File: src/rtl/alu_issue_ctrl.sv
// Front-end for the 2-stage ALU: valid/ready commands in, tagged in-order responses out.
// Latency: accept edge N -> rsp_valid after edge N+3. Backpressure: cmd_ready drops once DEPTH entries are allocated.
module alu_issue_ctrl #(
    parameter int DEPTH = 4,
    parameter int TAG_W = 4
) (
    input  logic             clk,
    input  logic             rst_n,
    input  logic             cmd_valid,
    output logic             cmd_ready,
    input  logic [15:0]      cmd_a,
    input  logic [15:0]      cmd_b,
    input  logic [2:0]       cmd_op,
    input  logic [TAG_W-1:0] cmd_tag,
    output logic [15:0]      alu_a,
    output logic [15:0]      alu_b,
    output logic [2:0]       alu_op,
    output logic             alu_valid_in,
    input  logic [15:0]      alu_result,
    input  logic             alu_zero,
    input  logic             alu_negative,
    input  logic             alu_overflow,
    input  logic             alu_valid_out,
    output logic             rsp_valid,
    input  logic             rsp_ready,
    output logic [15:0]      rsp_result,
    output logic [2:0]       rsp_flags,
    output logic [TAG_W-1:0] rsp_tag,
    output logic             busy,
    output logic             err_orphan
);
    localparam int PW = $clog2(DEPTH);
    localparam int CW = PW + 1;

    logic [PW-1:0]    wr_ptr;
    logic [PW-1:0]    cmp_ptr;
    logic [PW-1:0]    rd_ptr;
    logic [CW-1:0]    count;
    logic [TAG_W-1:0] tag_mem [DEPTH];
    logic [15:0]      res_mem [DEPTH];
    logic [2:0]       flg_mem [DEPTH];
    logic [DEPTH-1:0] done;

    logic accept;
    logic retire;
    logic pending;
    logic complete;

    assign cmd_ready = (count < CW'(DEPTH));
    assign accept    = cmd_valid && cmd_ready;
    assign retire    = rsp_valid && rsp_ready;

    // cmp==wr is ambiguous: it means "nothing pending" unless the buffer is
    // full with the oldest entry still waiting for its result.
    assign pending  = (cmp_ptr != wr_ptr) || ((count == CW'(DEPTH)) && !done[cmp_ptr]);
    assign complete = alu_valid_out && pending;

    assign rsp_valid  = done[rd_ptr];
    assign rsp_result = res_mem[rd_ptr];
    assign rsp_flags  = flg_mem[rd_ptr];
    assign rsp_tag    = tag_mem[rd_ptr];
    assign busy       = (count != '0);

    always_ff @(posedge clk or negedge rst_n) begin
        if (!rst_n) begin
            alu_a        <= '0;
            alu_b        <= '0;
            alu_op       <= '0;
            alu_valid_in <= 1'b0;
        end else begin
            alu_valid_in <= accept;
            if (accept) begin
                alu_a  <= cmd_a;
                alu_b  <= cmd_b;
                alu_op <= cmd_op;
            end
        end
    end

    // Accept, completion and retire always touch distinct entries, so their
    // done-bit updates never collide.
    always_ff @(posedge clk or negedge rst_n) begin
        if (!rst_n) begin
            wr_ptr     <= '0;
            cmp_ptr    <= '0;
            rd_ptr     <= '0;
            count      <= '0;
            done       <= '0;
            err_orphan <= 1'b0;
            for (int i = 0; i < DEPTH; i++) begin
                tag_mem[i] <= '0;
                res_mem[i] <= '0;
                flg_mem[i] <= '0;
            end
        end else begin
            if (accept) begin
                tag_mem[wr_ptr] <= cmd_tag;
                done[wr_ptr]    <= 1'b0;
                wr_ptr          <= wr_ptr + PW'(1);
            end
            if (retire) begin
                done[rd_ptr] <= 1'b0;
                rd_ptr       <= rd_ptr + PW'(1);
            end
            if (complete) begin
                res_mem[cmp_ptr] <= alu_result;
                flg_mem[cmp_ptr] <= {alu_overflow, alu_negative, alu_zero};
                done[cmp_ptr]    <= 1'b1;
                cmp_ptr          <= cmp_ptr + PW'(1);
            end else if (alu_valid_out) begin
                err_orphan <= 1'b1;
            end
            count <= count + CW'(accept) - CW'(retire);
        end
    end
endmodule

File: config.mk
export PLATFORM = sky130hd
export DESIGN_NAME = alu_issue_ctrl
export DESIGN_NICKNAME = d
export VERILOG_FILES = /design/src/rtl/alu_issue_ctrl.sv
export SDC_FILE = /design/constraint.sdc
export NUM_CORES = 1
export LEC_CHECK = 0
export ABC_AREA = 1
export ABC_CLOCK_PERIOD_IN_PS = 5200
export CAP_MARGIN = 20
export CELL_PAD_IN_SITES_DETAIL_PLACEMENT = 0
export CELL_PAD_IN_SITES_GLOBAL_PLACEMENT = 2
export CORE_AREA = 2 2 152 154
export DETAILED_ROUTE_END_ITERATION = 8
export DIE_AREA = 0 0 154 156
export PLACE_DENSITY = 0.74
export SYNTH_ARGS = -nofsm -noshare
export SYNTH_HDL_FRONTEND = slang
export SYNTH_SLANG_ARGS = --single-unit
File: constraint.sdc
create_clock -name clk -period 5.2 [get_ports clk]
set_clock_uncertainty 0.1 [all_clocks]
set_input_delay 1.04 -clock clk [delete_from_list [all_inputs] [get_ports clk]]
set_output_delay 1.04 -clock clk [all_outputs]
set_load 0.01 [all_outputs]
=== After elaboration in Yosys (flattened, before gate mapping) ===
Index checks and enable logic that the tools add are counted.

* Flip-flop bits (word level): 142
* Output and inout port bits: 63
* Input bits: 63

* Bitwise gates (word level): 9
* $lt $le $gt $ge: 12
* Reductions and logical operators: 13
* Multiplexer cells: 31
* Add/sub/neg operators: 5
* Equality and inequality tests: 2

{| class="wikitable"
|+ Operator list
! operator !! number
|-
| $bwmux W64 || 1
|-
| $mux W16 || 3
|-
| $bmux W16 S2 || 1
|-
| $demux W16 S2 || 1
|-
| $mux W4 || 6
|-
| $bwmux W16 || 1
|-
| $bwmux W12 || 1
|-
| $ge A3 B3 Y1 const B || 3
|-
| $logic_and A1 B1 Y1 || 9
|-
| $lt A2 B3 Y1 const B || 3
|-
| $mux W3 || 3
|-
| $not A2 Y3 || 3
|-
| $and A4 B4 Y4 || 2
|-
| $bmux W4 S2 || 1
|-
| $demux W4 S2 || 1
|-
| $not A4 Y4 || 2
|-
| $add A2 B1 Y2 const B || 3
|-
| $bmux W3 S2 || 1
|-
| $demux W1 S2 || 3
|-
| $demux W3 S2 || 1
|-
| $ge A2 B1 Y1 const B || 3
|-
| $lt A3 B1 Y1 const B || 2
|-
| $mux W1 || 5
|-
| $bmux W1 S2 || 2
|-
| 11 further kinds || 11
|}

=== Depth between registers and ports, before layout ===
* Word-level depth: 11
* Depth in mapped cells: 11
* Gate-level depth less buffers: 11

=== Worst setup path before layout ===
OpenSTA, ideal clock, no wires.

* Kind: input -> register
* Start point: input port cmd_valid
* End point: register count[2]
* Library setup time: 123 ps
* Slack: 2451 ps
* Data arrival time: 2526 ps
* Buffers on the path: 2
* Stages: 9
* Path through: nand2_1 -> buf_2 -> buf_1 -> ha_1 -> inv_1 -> ha_1 -> inv_1 -> fa_1 -> xnor2_1

* Cells in the longest elaborated chain, start to end: 3

{| class="wikitable"
|+ RTL lines
! element !! line !! source
|-
| start: declaration || 9 || <nowiki>input logic cmd_valid,</nowiki>
|-
| $logic_and A1 B1 Y1 || 50 || <nowiki>assign accept = cmd_valid && cmd_ready;</nowiki>
|-
| $add A3 B1 Y3 || 113 || <nowiki>count <= count + CW'(accept) - CW'(retire);</nowiki>
|-
| $sub A3 B1 Y3 || 113 ||
|-
| end signal: assignment || 113 ||
|-
| end: declaration || 38 || <nowiki>logic [CW-1:0] count;</nowiki>
|}

No other way between the ends.
A chain may end at the register's enable or synchronous reset.

=== Worst setup path after layout ===
* Start point: register rd_ptr[1]
* End point: output port rsp_result[0]

* Cells in the longest elaborated chain, start to end: 4

{| class="wikitable"
|+ RTL lines
! element !! line !! source
|-
| start: declaration || 37 || <nowiki>logic [PW-1:0] rd_ptr;</nowiki>
|-
| start signal: assignment || 103 || <nowiki>rd_ptr <= rd_ptr + PW'(1);</nowiki>
|-
| $not A2 Y3 (not written as such) || 59 || <nowiki>assign rsp_result = res_mem[rd_ptr];</nowiki>
|-
| $bmux W16 S2 || 59 ||
|-
| $mux W16 (not written as such) (2 in a row) || 59 ||
|-
| end: declaration || 26 || <nowiki>output logic [15:0] rsp_result,</nowiki>
|}

No other way between the ends. The select of a mux whose other input is x is not followed.

==> out/metrics.yaml <==
place_congestion: 0.726
cts_root_buffer: "clkbuf_16"
slowest_stage: "inv_1"
hp-start: "res_mem[27]"
core-area_um2: 22400
whs_ns: 0.366
cp_cell_sequence: "buf_4 -> inv_1 -> o21ai_0 -> o22ai_1 -> clkdlybuf4s50_1"
maxSlewHeadroom_pct: 26.5
netlist.area_leader.share_pct: 54.1
grt_max_degree: 70
intPower_mw: 3.51
synth-seq-area-share_pct: 54.1
post-cts-setup-buffer-count: 0
fin_crit_ns: 3.90
fin_area_um2: 8550
area_delta_synth_final_pct: 30.0
netlist_area_um2: 6570
cp-end-kind: "output pin"
clk_pin_slew_ns: 0.06
holdBufCountCts: 0
clkPwrFrac_pct: 21.4
comb_power_share_pct: 46.2
yosysTopAreaCell: "dfrtp_1"
post_cts_resized: 0
ys_ff_latch: 142
grt_pass1_wl_um: 32100
path_max_fanout: 27
cts_tree: "yes"
insertion_delay_ns: 0.41
dr.first_iter.drc_count: 399
start_kind: "flip-flop"
nFillCells: 2280
wl_per_cell_um: 17.0
tightestPinTransition_ns: 1.10
fin_util_pct: 38.2
synthTopCellsByArea: "dfrtp_1 (54%), nand2_1 (17%), nand4_1 (7.2%)"
power_switching_share_pct: 40.6
crit_type: "flip-flop to output pin"
critPathArrivalTime_ns: 2.76
fp.dieH_um: 156
tns_ns: 0
layout-drive-gt1-share_pct: 5.65
status: "completed"
first_pass_iters: 5
clockBufferDepth: 2
vias_per_cell: 4.79
max_freq_mhz: 257
timing.rr.start: "rd_ptr[1]"
dp_hpwl_um: 12000
synth-main-ff-cell: "dfrtp_1"
p_switching_mw: 2.40
cap_viol_max_count: 0
p_leak_nw: 4.11
grt_overflow_total: 0
finalSetupViolCount: 0
h-tree-depth: 4
dieArea_um2: 24000
grt_pass1_vias: 5632
ant_nets: 0
drc_errors: 0
nets: 950
worst_path_largest_cell_delay_ns: 0.78
antenna_found_initial: 0
dpl_cell_area_um2: 7940
hp-class: "flip-flop to flip-flop"
finalHoldViolations: 0
io_pins: 126
die_w_um: 154
antenna_cells: 0
pwr_density_cell_nw_per_um2: 691
layout.cells.non_filler: 1170
portBuffers: 125
synthArstFlopShare_pct: 100
start_util_pct: 29.4
dr_total_vias: 5605
pwr-share-seq_pct: 32.4
rsz0062_at_grt: "no"
netlist-cell-type-count: 22
synthesis.nets: 853
syn_area_per_cell_um2: 8.48
fin_crit_sh_pct: 74.9
grt_usage_pct: 17.2
dp_cells: 1138
cts_made_buffers: 17
clock-sinks: 142
synth_cells: 775
wirelength_um: 19800
max-vdd-ir-drop_uv: 396
maxSlewViolCount: 0
crit_start: "rd_ptr[1]"
rows: 55
cp_data_required_time_ns: 4.06
yosysWarnings: 0
synth_edf_count: 0
## sequential cells by signal, summed over array words and instances (netlist names)
signal        cells
alu_a            16
wr_ptr            2
alu_valid_in      1
tag_mem          16
done              4
err_orphan        1
count             3
res_mem          64
alu_op            3
alu_b            16
rd_ptr            2
cmp_ptr           2
flg_mem          12
## path summary, 6_finish.rpt
kind / cells after the start / to / slack (ns)
hold reg to reg: 2 / res_mem[27] / 0.37
min in group asynchronous: 1 / res_mem[3] / 0.54
hold / removal: 2 / res_mem[27] / 0.37
max in group asynchronous: 2 / res_mem[63] / 3.47
setup reg to reg: 12 / count[2] / 1.98
setup / recovery: 5 / rsp_result[0] / 1.30
## power groups by stage
stage | registers, mW | clock network [mW] | logic [mW]
3_3_place_gp | 1.92 | 0 | 2.78
4_1_cts | 1.91 | 1.30 | 2.78
3_5_place_dp | 1.92 | 0 | 2.78
5_1_grt | 1.98 | 1.35 | 3.09
6_report | 1.92 | 1.26 | 2.73
2_1_floorplan | 1.93 | 0 | 1.62
## layout make-up
class                           instances  area (um^2)  share of cell area, %
Tap cell                              285          357                   4.17
Clock inverter                         13          164                   1.92
Timing Repair Buffer                  134         1320                   15.4
Sequential cell                       142         3550                   41.6
Clock buffer                           19          443                   5.18
Inverter                               25         93.8                   1.10
Multi-Input combinational cell        552         2620                   30.7
## cells by family (layout without fill, tap and decap cells)
group | Yosys count | after routing | synth area share [%]
AO/OA/AOI/OAI | 96 | 96 | 7.80
XOR/XNOR | 6 | 6 | 0.799
adder cells (fa/ha/maj) | 15 | 15 | 2.97
buffers and inverters | 81 | 191 | 6.13
flip-flops | 142 | 142 | 54.1
AND/OR/NAND/NOR | 435 | 435 | 28.2
## worst max-delay path: cells and delay by family (launching register included)
family          cells  cell delay [ns]
compound gates      2             0.42
buf+inv             3             1.56
flops               1             0.35
## per-stage QoR
| stage | setup WS (ns) | total power, mW |
|---|---|---|
| 2_1_floorplan | 2.45 | 3.55 |
| 3_3_place_gp | 1.75 | 4.70 |
| 3_5_place_dp | 1.71 | 4.69 |
| 4_1_cts | 1.23 | 5.99 |
| 5_1_grt | 1.03 | 6.42 |
| 6_report | 1.30 | 5.91 |
## placed cells by master (no fill, tap or decap), types with 3 or more instances in the layout
cell type        synthesis  layout
nand4_1                 76      76
o22ai_1                 23      23
ha_1                    14      14
dfrtp_1                142     142
o21ai_0                 70      70
bufinv_16                0       3
clkdlybuf4s50_1          0     123
clkbuf_16                0      17
buf_4                   10       9
clkinv_2                 0       3
inv_1                   23      23
nand3_2                  4       4
xor2_1                   4       4
nand2_1                296     295
clkinv_4                 0       4
nor2_1                  52      52
nand3_1                  6       6
## Yosys cell counts, drive strengths merged, types with 4 or more instances
cell type  count
nor2          52
dfrtp        142
o22ai         23
buf           28
nand3         10
ha            14
nand2        296
clkbuf        28
o21ai         70
inv           25
nand4         76
xor2           4
## routing by layer
metal | routed length, um | vias to the layer above | track usage (%)
met5 | 0 | - | 0
met4 | 96 | 0 | 4.14
met3 | 1490 | 9 | 6.03
met2 | 9080 | 155 | 26.6
met1 | 9180 | 2681 | 23.0
li1 | - | 2760 | -
Power figures use the tool's default switching activity.
